**src/rtl/pipeline_hazard_ctrl.sv**
```systemverilog
// Decode-to-execute issue control: register scoreboard,
// RAW/WAW/structural hazard gating and LOAD/STORE port occupancy.
module pipeline_hazard_ctrl #(
  parameter int MEM_LATENCY = 3
) (
  input  logic        clk,
  input  logic        rst,
  input  logic        dec_valid,
  input  logic [3:0]  dec_opcode,
  input  logic [3:0]  dec_destReg,
  input  logic [3:0]  dec_srcReg1,
  input  logic [3:0]  dec_srcReg2,
  input  logic        wb_valid,
  input  logic [3:0]  wb_destReg,
  output logic        issue,
  output logic        stall,
  output logic        inuse1,
  output logic        inuse2,
  output logic        mem_req,
  output logic        mem_we,
  output logic        mem_done,
  output logic [15:0] scoreboard,
  output logic [7:0]  stall_cnt
);

  typedef enum logic {
    S_IDLE,
    S_MEM
  } state_t;

  localparam logic [3:0] OP_NOP   = 4'h0;
  localparam logic [3:0] OP_LOAD  = 4'hE;
  localparam logic [3:0] OP_STORE = 4'hF;
  localparam logic [3:0] LAT_M1   = 4'(MEM_LATENCY - 1);

  state_t      state_q, state_d;
  logic [3:0]  cnt_q, cnt_d;
  logic        mem_req_q, mem_req_d;
  logic        mem_we_q, mem_we_d;
  logic        mem_done_q, mem_done_d;
  logic [15:0] sb_q, sb_d;
  logic [7:0]  stall_cnt_q, stall_cnt_d;

  logic        is_load, is_store, is_alu;
  logic        use1, use2, wdest;
  logic        hazard;
  logic [15:0] clr, set, eff;

  // Classify the decoded opcode into operand usage.
  always_comb begin
    is_load  = (dec_opcode == OP_LOAD);
    is_store = (dec_opcode == OP_STORE);
    is_alu   = ~is_load & ~is_store &
               (dec_opcode != OP_NOP);
    use1     = is_alu | is_store;
    use2     = is_alu;
    wdest    = is_alu | is_load;
  end

  // Effective busy bits: a same-cycle writeback frees its register.
  always_comb begin
    clr = '0;
    if (wb_valid) clr[wb_destReg] = 1'b1;
    eff    = sb_q & ~clr;
    inuse1 = eff[dec_srcReg1];
    inuse2 = eff[dec_srcReg2];
  end

  // Hazard detection and zero-latency issue decision.
  always_comb begin
    hazard = (use1 & inuse1) |
             (use2 & inuse2) |
             (wdest & eff[dec_destReg]) |
             (state_q != S_IDLE);
    issue  = dec_valid & ~hazard & ~rst;
    stall  = dec_valid & ~issue;
  end

  // Scoreboard update; set is OR-ed last so it wins over a clear.
  always_comb begin
    set = '0;
    if (issue & wdest) set[dec_destReg] = 1'b1;
    sb_d = (sb_q & ~clr) | set;
  end

  // Memory-port occupancy sequencing and registered port outputs.
  always_comb begin
    state_d    = state_q;
    cnt_d      = cnt_q;
    mem_req_d  = mem_req_q;
    mem_we_d   = mem_we_q;
    mem_done_d = 1'b0;
    case (state_q)
      S_IDLE: begin
        if (issue & (is_load | is_store)) begin
          state_d    = S_MEM;
          cnt_d      = LAT_M1;
          mem_req_d  = 1'b1;
          mem_we_d   = is_store;
          mem_done_d = (LAT_M1 == 4'd1);
        end
      end
      S_MEM: begin
        if (cnt_q == 4'd1) begin
          state_d   = S_IDLE;
          cnt_d     = 4'd0;
          mem_req_d = 1'b0;
          mem_we_d  = 1'b0;
        end else begin
          cnt_d      = cnt_q - 4'd1;
          mem_done_d = (cnt_q == 4'd2);
        end
      end
      default: state_d = S_IDLE;
    endcase
  end

  // Saturating count of stalled decode cycles.
  always_comb begin
    stall_cnt_d = stall_cnt_q;
    if (stall && stall_cnt_q != 8'hFF)
      stall_cnt_d = stall_cnt_q + 8'd1;
  end

  // State registers with synchronous reset.
  always_ff @(posedge clk) begin
    if (rst) begin
      state_q     <= S_IDLE;
      cnt_q       <= 4'd0;
      mem_req_q   <= 1'b0;
      mem_we_q    <= 1'b0;
      mem_done_q  <= 1'b0;
      sb_q        <= '0;
      stall_cnt_q <= 8'd0;
    end else begin
      state_q     <= state_d;
      cnt_q       <= cnt_d;
      mem_req_q   <= mem_req_d;
      mem_we_q    <= mem_we_d;
      mem_done_q  <= mem_done_d;
      sb_q        <= sb_d;
      stall_cnt_q <= stall_cnt_d;
    end
  end

  assign mem_req    = mem_req_q;
  assign mem_we     = mem_we_q;
  assign mem_done   = mem_done_q;
  assign scoreboard = sb_q;
  assign stall_cnt  = stall_cnt_q;

endmodule

```
**config.mk**
```make
export PLATFORM = sky130hd
export DESIGN_NAME = pipeline_hazard_ctrl
export DESIGN_NICKNAME = d
export VERILOG_FILES = /design/src/rtl/pipeline_hazard_ctrl.sv
export SDC_FILE = /design/constraint.sdc
export NUM_CORES = 1
export LEC_CHECK = 0
export ABC_AREA = 1
export BUFFER_PORTS_ARGS = -buffer_cell sky130_fd_sc_hd__buf_2
export CAP_MARGIN = 20
export CORE_MARGIN = 1
export CORE_UTILIZATION = 50
export CTS_CLUSTER_DIAMETER = 50
export CTS_CLUSTER_SIZE = 25
export DETAILED_ROUTE_END_ITERATION = 7
export PLACE_DENSITY = 0.76
export SKIP_LAST_GASP = 1
export SYNTH_ARGS = -nofsm -noshare
export SYNTH_HDL_FRONTEND = slang
export SYNTH_SLANG_ARGS = --single-unit
```
**constraint.sdc**
```tcl
create_clock -name clk -period 2.7 [get_ports clk]
set_clock_uncertainty 0.05 [all_clocks]
set_input_delay 0.54 -clock clk [delete_from_list [all_inputs] [get_ports clk]]
set_output_delay 0.54 -clock clk [all_outputs]
set_load 0.005 [all_outputs]
```
# [Yosys cells after proc, flatten, opt, wreduce, memory -nomap -nowiden]
# Index checks and enable logic that the tools add are counted.
[word_totals] register_bits=32 output_inout_bits=31 word_cells=77
[op_classes] n_addsub=2 magnitude_cmp=6 n_eq_ne=7 mux=25 n_bitwise=25 reduce_logical=5
[op_table] cell="$mux 16" count=2
[op_table] cell="$lt 4x5->1 const B" count=4
[op_table] cell="$and 16x16->16" count=1
[op_table] cell="$not 16->16" count=1
[op_table] cell="$or 16x16->16" count=1
[op_table] cell="$bmux 1 s4" count=3
[op_table] cell="$mux 1" count=11
[op_table] cell="$and 1x1->1" count=10
[op_table] cell="$add 8x1->8 const B" count=1
[op_table] cell="$demux 1 s4" count=2
[op_table] cell="$eq 4x4->1 const B" count=2
[op_table] cell="$ge 4x1->1 const B" count=2
[op_table] cell="$mux 4" count=2
[op_table] cell="$ne 8x8->1 const B" count=1
[op_table] cell="$pmux 1 s2" count=4
[op_table] cell="$pmux 4 s2" count=1
[op_table] cell="$not 1->1" count=6
[op_table] cell="$or 1x1->1" count=6
[op_table] cell="$eq 4x1->1 const B" count=1
[op_table] cell="$eq 4x2->1 const B" count=1
[op_table] cell="$reduce_bool 4->1" count=1
[op_table] cell="$sub 4x1->4 const B" count=1
[op_table] cell="$logic_and 1x1->1" count=3
[op_table] cell="$ne 2x1->1 const B" count=1
[op_table] cell="other kinds (2)" count=2

# [Longest topological paths before layout]
# Gate-level depths: netlist (run 1).
[logic_depth] depth_word=19 depth_mapped=16 mapped_depth_nobuf=15

# [Least setup slack after synthesis (run 1)]
# No wires, ideal clock.
[synth_path] path_kind="input -> output" startpoint="input port dec_srcReg1[0]" endpoint="output port stall" arrival_ps=1758 slack_ps=352 path_stages=11 path_buffers=2 cell_sequence="clkbuf_1 -> inv_1 -> nand3_1 -> nand3_1 -> nand3_1 -> nand3b_1 -> nand3_1 -> nand3_2 -> buf_4 -> nand2_1 -> inv_1"
[synth_between] elab_chain_len=11
[synth_lines] item="start: declaration" line="11" rtl="input logic [3:0] dec_srcReg1,"
[synth_lines] item="$bmux 1 s4" line="65" rtl="inuse1 = eff[dec_srcReg1];"
[synth_lines] item="$mux 1 (implied by the code)" line="65"
[synth_lines] item="$and 1x1->1" line="71" rtl="hazard = (use1 & inuse1) |"
[synth_lines] item="$or 1x1->1" line="71"
[synth_lines] item="$or 1x1->1" line="72" rtl="(use2 & inuse2) |"
[synth_lines] item="$or 1x1->1" line="73" rtl="(wdest & eff[dec_destReg]) |"
[synth_lines] item="$not 1->1" line="75" rtl="issue = dec_valid & ~hazard & ~rst;"
[synth_lines] item="$and 1x1->1 (2 in series)" line="75"
[synth_lines] item="$not 1->1" line="76" rtl="stall = dec_valid & ~issue;"
[synth_lines] item="$and 1x1->1" line="76"
[synth_lines] item="end: declaration" line="16" rtl="output logic stall,"
# No other way between the ends. The select of a mux whose other input is x is not followed.

# [Worst setup path in the final report (run 1)]
[layout_path] startpoint="input port wb_destReg[2]" endpoint="output port stall"
[layout_between] elab_chain_len=18
[layout_lines] item="start: declaration" line="14" rtl="input logic [3:0] wb_destReg,"
[layout_lines] item="$lt 4x5->1 (implied by the code) / $ge 4x1->1 (equally long branches)" line="63" rtl="if (wb_valid) clr[wb_destReg] = 1'b1;"
[layout_lines] item="$logic_and 1x1->1 (implied by the code)" line="63"
[layout_lines] item="$mux 1 (implied by the code)" line="63"
[layout_lines] item="$demux 1 s4 *" line="63"
[layout_lines] item="$mux 16 *" line="63"
[layout_lines] item="$not 16->16 *" line="64" rtl="eff = sb_q & ~clr;"
[layout_lines] item="$and 16x16->16 *" line="64"
[layout_lines] item="$bmux 1 s4 (on tied branches)" line="65, 66"
[layout_lines] item="$mux 1 (on tied branches)" line="65, 66"
[layout_lines] item="$and 1x1->1 (on tied branches)" line="71, 72"
[layout_lines] item="$or 1x1->1" line="71"
[layout_lines] item="$or 1x1->1 *" line="72"
[layout_lines] item="$or 1x1->1 *" line="73"
[layout_lines] item="$not 1->1 *" line="75"
[layout_lines] item="$and 1x1->1 * (2 in series)" line="75"
[layout_lines] item="$not 1->1 *" line="76"
[layout_lines] item="$and 1x1->1 *" line="76"
# Every way passes the cells marked *; elsewhere a longest branch is shown, timed or not. The select of a mux whose other input is x is not followed.

==> impl_metrics.toml, run 1 <==
[synth]
synth_area_um2 = 2200
synth.area.top_cells = "dfxtp_1 29%, nand3_1 19%, nand2_1 15%"
yosys_most_used_dff = "dfxtp_1"
syn_nets = 395
ys_types = 23
synth_edf_count = 0
synth_xor_area_share_pct = 2.39
synth_compound_area_share_pct = 8.20
yosysTopAreaCell = "dfxtp_1"
ys_seq_area_share_pct = 29.1
synth_cells = 367
synth_most_common_cell = "nand2_1"
synth.avg_cell_area_um2 = 5.99
synth_common_cells = "88 x nand2_1, 83 x nand3_1, 46 x inv_1, 40 x nor2_1, 32 x dfxtp_1"
netlist.area_leader.share_pct = 29.1
synthMuxAreaShare_pct = 0
synthAdderAreaFrac_pct = 2.28
async_flop_share_pct = 0
ys_ff_latch = 32
yosys.area_share.simple_pct = 47.9
ys_warn_count = 0
synth_top_family_by_area = "simple AND/OR/NAND/NOR gates"

[floorplan]
num_io_pins = 55
dieArea_um2 = 4670
start_util_pct = 53.4
die_h_um = 68.3
die_w_um = 68.3
fp.coreArea_um2 = 4120
rows = 23

[sta]
fin_crit_ns = 2.65
tightest_slew_ns = 0.366
fmax_ghz = 0.378
finalSetupViolations = 0
slew_headroom_pct = 75.5
timing.final.ws_setup_ns = 0.0513
tns_ns = 0
finalHoldViolCount = 0
slew_violations = 0
whs_ns = 0.439
fin_crit_sh_pct = 98.1

[placed_design]
pre_cts_slack_ns = 0.0787
place.gp.congestion = 0.926
io_buffers = 54
hpwl_um = 4990
place_inst = 472

[drt]
drt-pass1-iter-count = 5
vias = 2686
drc = 0
ant_nets = 0
totalWireLength_um = 6740
routed_via_density = 5.54
wire_per_inst_um = 13.9
drtIter0Drc = 305

[grt]
grt_usage_pct = 28.9
grt_max_degree = 27
grt_pass1_vias = 2204
grt_pass1_wl_um = 10000
antenna_found_initial = 0
grt_overflow = 0

[setup_path]
cp.arrival_ns = 2.06
path_max_fanout = 4
start_kind = "input port"
crit_required_ns = 2.11
end_kind = "output port"
crit_type = "input port to output port"
reg2reg_depth = 14

[layout]
multiInputGateArea_um2 = 1450
drive_above_1_share_pct = 24.6
layout.nets = 462
final_util_pct = 68.3
n_antenna_cell = 0
seq_area_um2 = 641
fin_cells = 485
fill_cells = 386
syn_to_final_growth_pct = 27.8

[power_and_ir_drop]
max-vdd-ir-drop_v = 0.000308
leakage_nw = 1.31
powerDensity_nw_per_um2 = 381

[hold_path]
hold_class = "flip-flop to flip-flop"
whs_path_depth = 2

[clock_network]
cts-root-buf = "clkbuf_8"
clk_pin_slew_ns = 0.07
numCtsBuffers = 5
clock-sinks = 32
clkLatencyLatePin_ns = 0.28
cts_buffer_depth = 2
cts-htree-levels = 2
cts_tree = "done"

[job]
cap_violations = 0

[outcome]
outcome = "finished clean"
[sequential cells by signal (all words and copies together) (netlist names)]
signal,cells
cnt_q,4
mem_done,1
mem_req,1
mem_we,1
scoreboard,16
stall_cnt,8
state_q,1
[worst paths after layout]
path                 start  slack (ns)       endpoint
max          wb_destReg[2]        0.05          stall
min                 mem_we        0.44         mem_we
max reg2reg  scoreboard[5]        0.61  scoreboard[4]
min reg2reg         mem_we        0.44         mem_we
[area by class of cell]
class	instances	share of cell area, %
sequential	32	22.8
clock buffer	7	3.07
tap	50	2.23
clock inverter	1	0.267
multi-input combinational	279	51.5
inverter	47	6.28
timing repair buffer	69	13.8
[cells by family (layout without fill, tap and decap cells)]
kind of cell	Yosys count	after routing
compound gates	36	36
flops	32	32
xor+xnor	6	6
simple gates	233	233
fa+ha+maj	4	4
buf+inv	56	124
[worst max-delay path, stage by stage]
cell and delay [ns]:
buf_2 0.15, inv_1 0.09, nor2_4 0.15, nand3_2 0.11, nand2_1 0.13, nand2_1 0.07, nand2_1 0.06, o21ai_0 0.08
nand2_1 0.08, nor2_1 0.06, nor2_2 0.17, nand3_2 0.14, nand2_1 0.09, inv_1 0.03, buf_2 0.11
[metrics by stage]
stage	total power, mW	cell area (um2)
4_1_cts	1.06	2650
2_1_floorplan	0.606	2200
3_5_place_dp	0.674	2560
6_report	1.07	2810
5_1_grt	1.12	2810
3_3_place_gp	0.674	2560
[where the power goes]
group	leakage [nW]	internal, mW	switching, mW
combinational	1.01	0.0733	0.130
sequential	0.258	0.478	0.00665
clock	0.0445	0.207	0.176
[per-layer routing]
layer  up-vias  track usage [%]  routed length, um
li1       1330                -                  -
met1      1159             40.1               3020
met2       168             41.8               2860
met3        29             5.00                605
met4         0             16.1                248
met5         -                0                  0
[layout by cell type, fill, tap and decap left out, drive strengths merged]
cell	count
xor2	6
buf	68
nor2	45
nand3	85
ha	4
a21oi	29
nor3	4
nand2	88
nand3b	3
clkinvlp	1
dfxtp	32
inv	47
clkbuf	8
nand4	8
o21ai	7
[timing repair]
| action | in CTS | in global routing |
|---|---|---|
| hold buffers | 0 | 0 |
| resized for setup | 0 | 34 |
| setup endpoints to repair | 0 | 2 |
| buffers inserted | 0 | 5 |
No activity file was read; power rests on OpenSTA's default activity.
==> inputs of run 2 (changes only) <==
--- a/config.mk
+++ b/config.mk
@@ -13,6 +13,7 @@
 export CTS_CLUSTER_DIAMETER = 50
 export CTS_CLUSTER_SIZE = 25
 export DETAILED_ROUTE_END_ITERATION = 7
+export GPL_TIMING_DRIVEN = 0
 export PLACE_DENSITY = 0.76
 export SKIP_LAST_GASP = 1
 export SYNTH_ARGS = -nofsm -noshare
==> run 2 against run 1 <==
Utilization rose by 2.6 points. Sequential cell count is the same. Combinational power rose by 7%. Critical endpoint unchanged.
==> impl_metrics.toml, run 2 (synthesized netlist as in run 1, its figures left out) <==
[outcome]
outcome = "finished clean"

[sta]
slew_violations = 0
tns_ns = 0
whs_ns = 0.438
fmax_ghz = 0.381
finalSetupViolations = 0
finalHoldViolCount = 0
slew_headroom_pct = 61.6
tightest_slew_ns = 0.576
timing.final.ws_setup_ns = 0.0754
fin_crit_sh_pct = 97.2
fin_crit_ns = 2.62
rsz0062_at_grt = "true"

[drt]
routed_via_density = 5.36
wl_met3_um = 464
wire_per_inst_um = 13.2
totalWireLength_um = 6350
vias = 2580
routed.top_layer = "met4"
met1_length_um = 2960
drt-pass1-iter-count = 5
drc = 0
ant_nets = 0
drtIter0Drc = 239
dr_wl_met2_um = 2820

[layout]
fill_cells = 353
layout_commonest_cell = "nand3_1"
largest_reg_flops = 16
layout.nets = 458
seq_area_um2 = 641
n_antenna_cell = 0
fin_cells = 481
fin_area_um2 = 2920
drive_above_1_share_pct = 27.8
syn_to_final_growth_pct = 32.6
multiInputGateArea_um2 = 1540
final_util_pct = 70.8
final_cell_mix = "71 x nand3_1, 69 x nand2_1, 44 x buf_2"

[setup_path]
start_kind = "input port"
cp_cell_sequence = "buf_6 > nor2_4 > nand3_4 > nand2_4 > nand2_1 > nand2_1 > o21ai_1 > nand2_1 > nor2_2 > nor2_2 > nand3_2 > buf_6 > nand2_4 > inv_2 > buf_6"
crit_required_ns = 2.11
max_stage_delay_ns = 0.26
path_depth = 15
reg2reg_depth = 14
crit_family = "simple AND/OR/NAND/NOR gates"
end_kind = "output port"
cp.arrival_ns = 2.03
crit_type = "input port to output port"
path_max_fanout = 4
path_buf_inv = 4
slowest_stage = "nor2_4"

[placed_design]
place.gp.congestion = 0.904
io_buffers = 50
place_inst = 467
hpwl_um = 4750
dpl_cell_area_um2 = 2510
pre_cts_slack_ns = -0.171

[clock_network]
clkLatencyLatePin_ns = 0.28
cts-htree-levels = 2
cts-root-buf = "clkbuf_8"
hold_buffers = 0
cts_buffer_depth = 2
cts_tree = "done"
clock-sinks = 32
numCtsBuffers = 5
clk_pin_slew_ns = 0.07

[grt]
grt_max_degree = 11
antenna_found_initial = 0
grt_usage_pct = 26.6
grt_overflow = 0
grt_pass1_vias = 2054
grt_pass1_wl_um = 9330

[hold_path]
hold_class = "flip-flop to flip-flop"
whs_path_depth = 2

[floorplan]
die_h_um = 68.3
dieArea_um2 = 4670
die_w_um = 68.3
fp.coreArea_um2 = 4120
num_io_pins = 55
start_util_pct = 53.4
rows = 23

[power_and_ir_drop]
max-vdd-ir-drop_v = 0.000323
leakage_nw = 1.31
powerDensity_nw_per_um2 = 371
p_total_mw = 1.08

[job]
cap_violations = 0
## run 2: cell type report
cell class / instances / share of cell area (%)
clock inverter: 2 / 0.343
clock buffer: 6 / 2.83
tap: 50 / 2.15
timing repair buffer: 56 / 11.7
multi-input combinational: 279 / 52.7
sequential: 32 / 22.0
inverter: 47 / 6.14
buffer: 9 / 2.15
## run 2: worst paths after layout
kind | from | end | slack, ns
max reg2reg | scoreboard[1] | stall_cnt[7] | 0.74
min reg2reg | mem_we | mem_we | 0.44
max | wb_destReg[3] | stall | 0.08
min | mem_we | mem_we | 0.44
## run 2: power by group
group	switching [mW]	internal (mW)
Clock	0.175	0.203
Sequential	0.00640	0.478
Combinational	0.137	0.0817
## run 2: layer usage
metal | track usage [%] | up-vias
met3 | 4.50 | 12
met4 | 5.99 | 0
li1 | - | 1331
met5 | 0 | -
met2 | 43.1 | 119
met1 | 36.5 | 1118
## run 2: what timing repair did
action	in CTS	in global routing
gates resized for setup	22	62
endpoints found under the hold margin	0	0
setup endpoints to repair	2	2
pin swaps	3	28
setup buffers	3	3
## run 2: worst reg2reg max path: cells and delay by family (launching register included)
kind	cells	cell delay, ns
DFF	1	0.43
buffers and inverters	3	0.37
AOI/OAI and AO/OA	2	0.20
and+or+nand+nor	9	0.77
==> inputs of run 3 (changes only) <==
--- a/config.mk
+++ b/config.mk
@@ -8,13 +8,15 @@
 export ABC_AREA = 1
 export BUFFER_PORTS_ARGS = -buffer_cell sky130_fd_sc_hd__buf_2
 export CAP_MARGIN = 20
+export CELL_PAD_IN_SITES_DETAIL_PLACEMENT = 1
+export CELL_PAD_IN_SITES_GLOBAL_PLACEMENT = 2
 export CORE_MARGIN = 1
-export CORE_UTILIZATION = 50
+export CORE_UTILIZATION = 27
 export CTS_CLUSTER_DIAMETER = 50
 export CTS_CLUSTER_SIZE = 25
 export DETAILED_ROUTE_END_ITERATION = 7
 export GPL_TIMING_DRIVEN = 0
-export PLACE_DENSITY = 0.76
+export PLACE_DENSITY_LB_ADDON = 0.1
 export SKIP_LAST_GASP = 1
 export SYNTH_ARGS = -nofsm -noshare
 export SYNTH_HDL_FRONTEND = slang
==> run 3 against run 2 <==
Critical path depth up 1. Non-clock buffer count unchanged. Combinational power barely moved. Utilization decreased by 33 points. Sequential share of layout area down 0.33 points. Sequential cell count did not move. Sequential power about the same. Register-to-register slack lost 0.04 ns. Final cell count is 11% higher. Global-route usage decreased by 7.5 points. Critical endpoint unchanged. Largest power group unchanged.
==> impl_metrics.toml, run 3 (synthesized netlist as in run 1, its figures left out) <==
[outcome]
outcome = "finished clean"

[grt]
antenna_found_initial = 0
grt_max_degree = 11
grt_usage_pct = 19.1
grt_pass1_wl_um = 12700
grt_overflow = 0
grt_pass1_vias = 2632

[drt]
drtIter0Drc = 46
ant_nets = 0
totalWireLength_um = 7800
vias = 2561
drt-pass1-iter-count = 4
drc = 0
wire_per_inst_um = 14.6
routed_via_density = 4.80

[setup_path]
cp.arrival_ns = 2.04
rrSetupSlack_ns = 0.70
crit_required_ns = 2.11
path_max_fanout = 4
crit_type = "input port to output port"
start_kind = "input port"
end_kind = "output port"

[layout]
layout.nets = 458
syn_to_final_growth_pct = 34.7
n_antenna_cell = 0
final_cell_mix = "72 x nand3_1, 70 x nand2_1, 44 x buf_2"
final_util_pct = 37.9
largest_reg_flops = 16
drive_above_1_share_pct = 27.1
layout_commonest_cell = "nand3_1"

[placed_design]
io_buffers = 50
hpwl_um = 6390
place.gp.congestion = 0.801

[clock_network]
numCtsBuffers = 5
clkLatencyLatePin_ns = 0.28
cts-htree-levels = 2
cts_buffer_depth = 2
clk_pin_slew_ns = 0.06
cts_tree = "done"
cts-root-buf = "clkbuf_8"
clock-sinks = 32

[floorplan]
die_h_um = 92.2
die_w_um = 92.2
rows = 32
dieArea_um2 = 8510
fp.coreArea_um2 = 7810
num_io_pins = 55
start_util_pct = 28.2

[sta]
whs_ns = 0.437
rsz0062_at_grt = "true"
finalHoldViolCount = 0
finalSetupViolations = 0
tightest_slew_ns = 0.557
slew_headroom_pct = 62.8
fin_crit_sh_pct = 97.5
fin_crit_ns = 2.63
slew_violations = 0
fmax_ghz = 0.380

[power_and_ir_drop]
leakage_nw = 1.31
max-vdd-ir-drop_v = 0.000266
powerDensity_nw_per_um2 = 367

[job]
cap_violations = 0

[hold_path]
hold_class = "flip-flop to flip-flop"
==> run 3: report_power, final <==
part           internal [mW]  switching [mW]  leakage [nW]
logic                 0.0791           0.140          1.00
clock network          0.208           0.176        0.0455
registers              0.478         0.00649         0.258
==> run 3: per-layer routing <==
| layer | track usage (%) | up-vias | share of wire (%) |
|---|---|---|---|
| met5 | 0 | - | 0 |
| met4 | 8.72 | 0 | 1.8 |
| met3 | 2.40 | 10 | 3.3 |
| met2 | 35.5 | 50 | 52 |
| met1 | 21.4 | 1180 | 42 |
| li1 | - | 1321 | - |
==> run 3: what timing repair did <==
item,in CTS,in global routing
setup endpoints to repair,2,2
pin swaps,21,19
hold buffers,0,0
setup buffers,4,2
endpoints found under the hold margin,0,0
gates resized for setup,57,18
==> run 3: worst max-delay path, cell delays in order <==
cell	delay (ns)
buf_6	0.10
inv_2	0.04
nor2_4	0.19
nand3_2	0.14
nand2_2	0.10
nand2_1	0.06
nand2_1	0.06
o21ai_0	0.08
nand2_1	0.07
nor2_1	0.05
nor2_2	0.14
nand3_2	0.12
buf_8	0.14
nand2_2	0.04
inv_1	0.04
buf_2	0.11
==> run 3: cell type report <==
cell class,count,area [um2]
multi-input cells,279,1510
well taps,102,128
inverters,47,183
flip-flops and latches,32,641
clock buffers,8,90.1
fillers,1043,4850
plain buffers,9,65.1
repair buffers,56,342
==> run 3: per-stage QoR <==
step           total power [mW]  instances  setup TNS [ns]  instance area [um2]  setup slack [ns]
2_1_floorplan             0.606        367               0                 2200             0.352
3_3_place_gp              0.677        519          -0.477                 2580            -0.271
3_5_place_dp              0.679        519          -0.498                 2580            -0.280
4_1_cts                    1.10        531               0                 2880           0.00302
5_1_grt                    1.15        533         -0.0905                 2960           -0.0803
6_report                   1.09        533               0                 2960            0.0662
==> run 3: worst paths after layout <==
kind / cells past startpoint / start / endpoint
min reg2reg: 2 / mem_we / mem_we
max: 16 / wb_destReg[2] / stall
min: 2 / mem_we / mem_we
max reg2reg: 14 / scoreboard[3] / scoreboard[9]
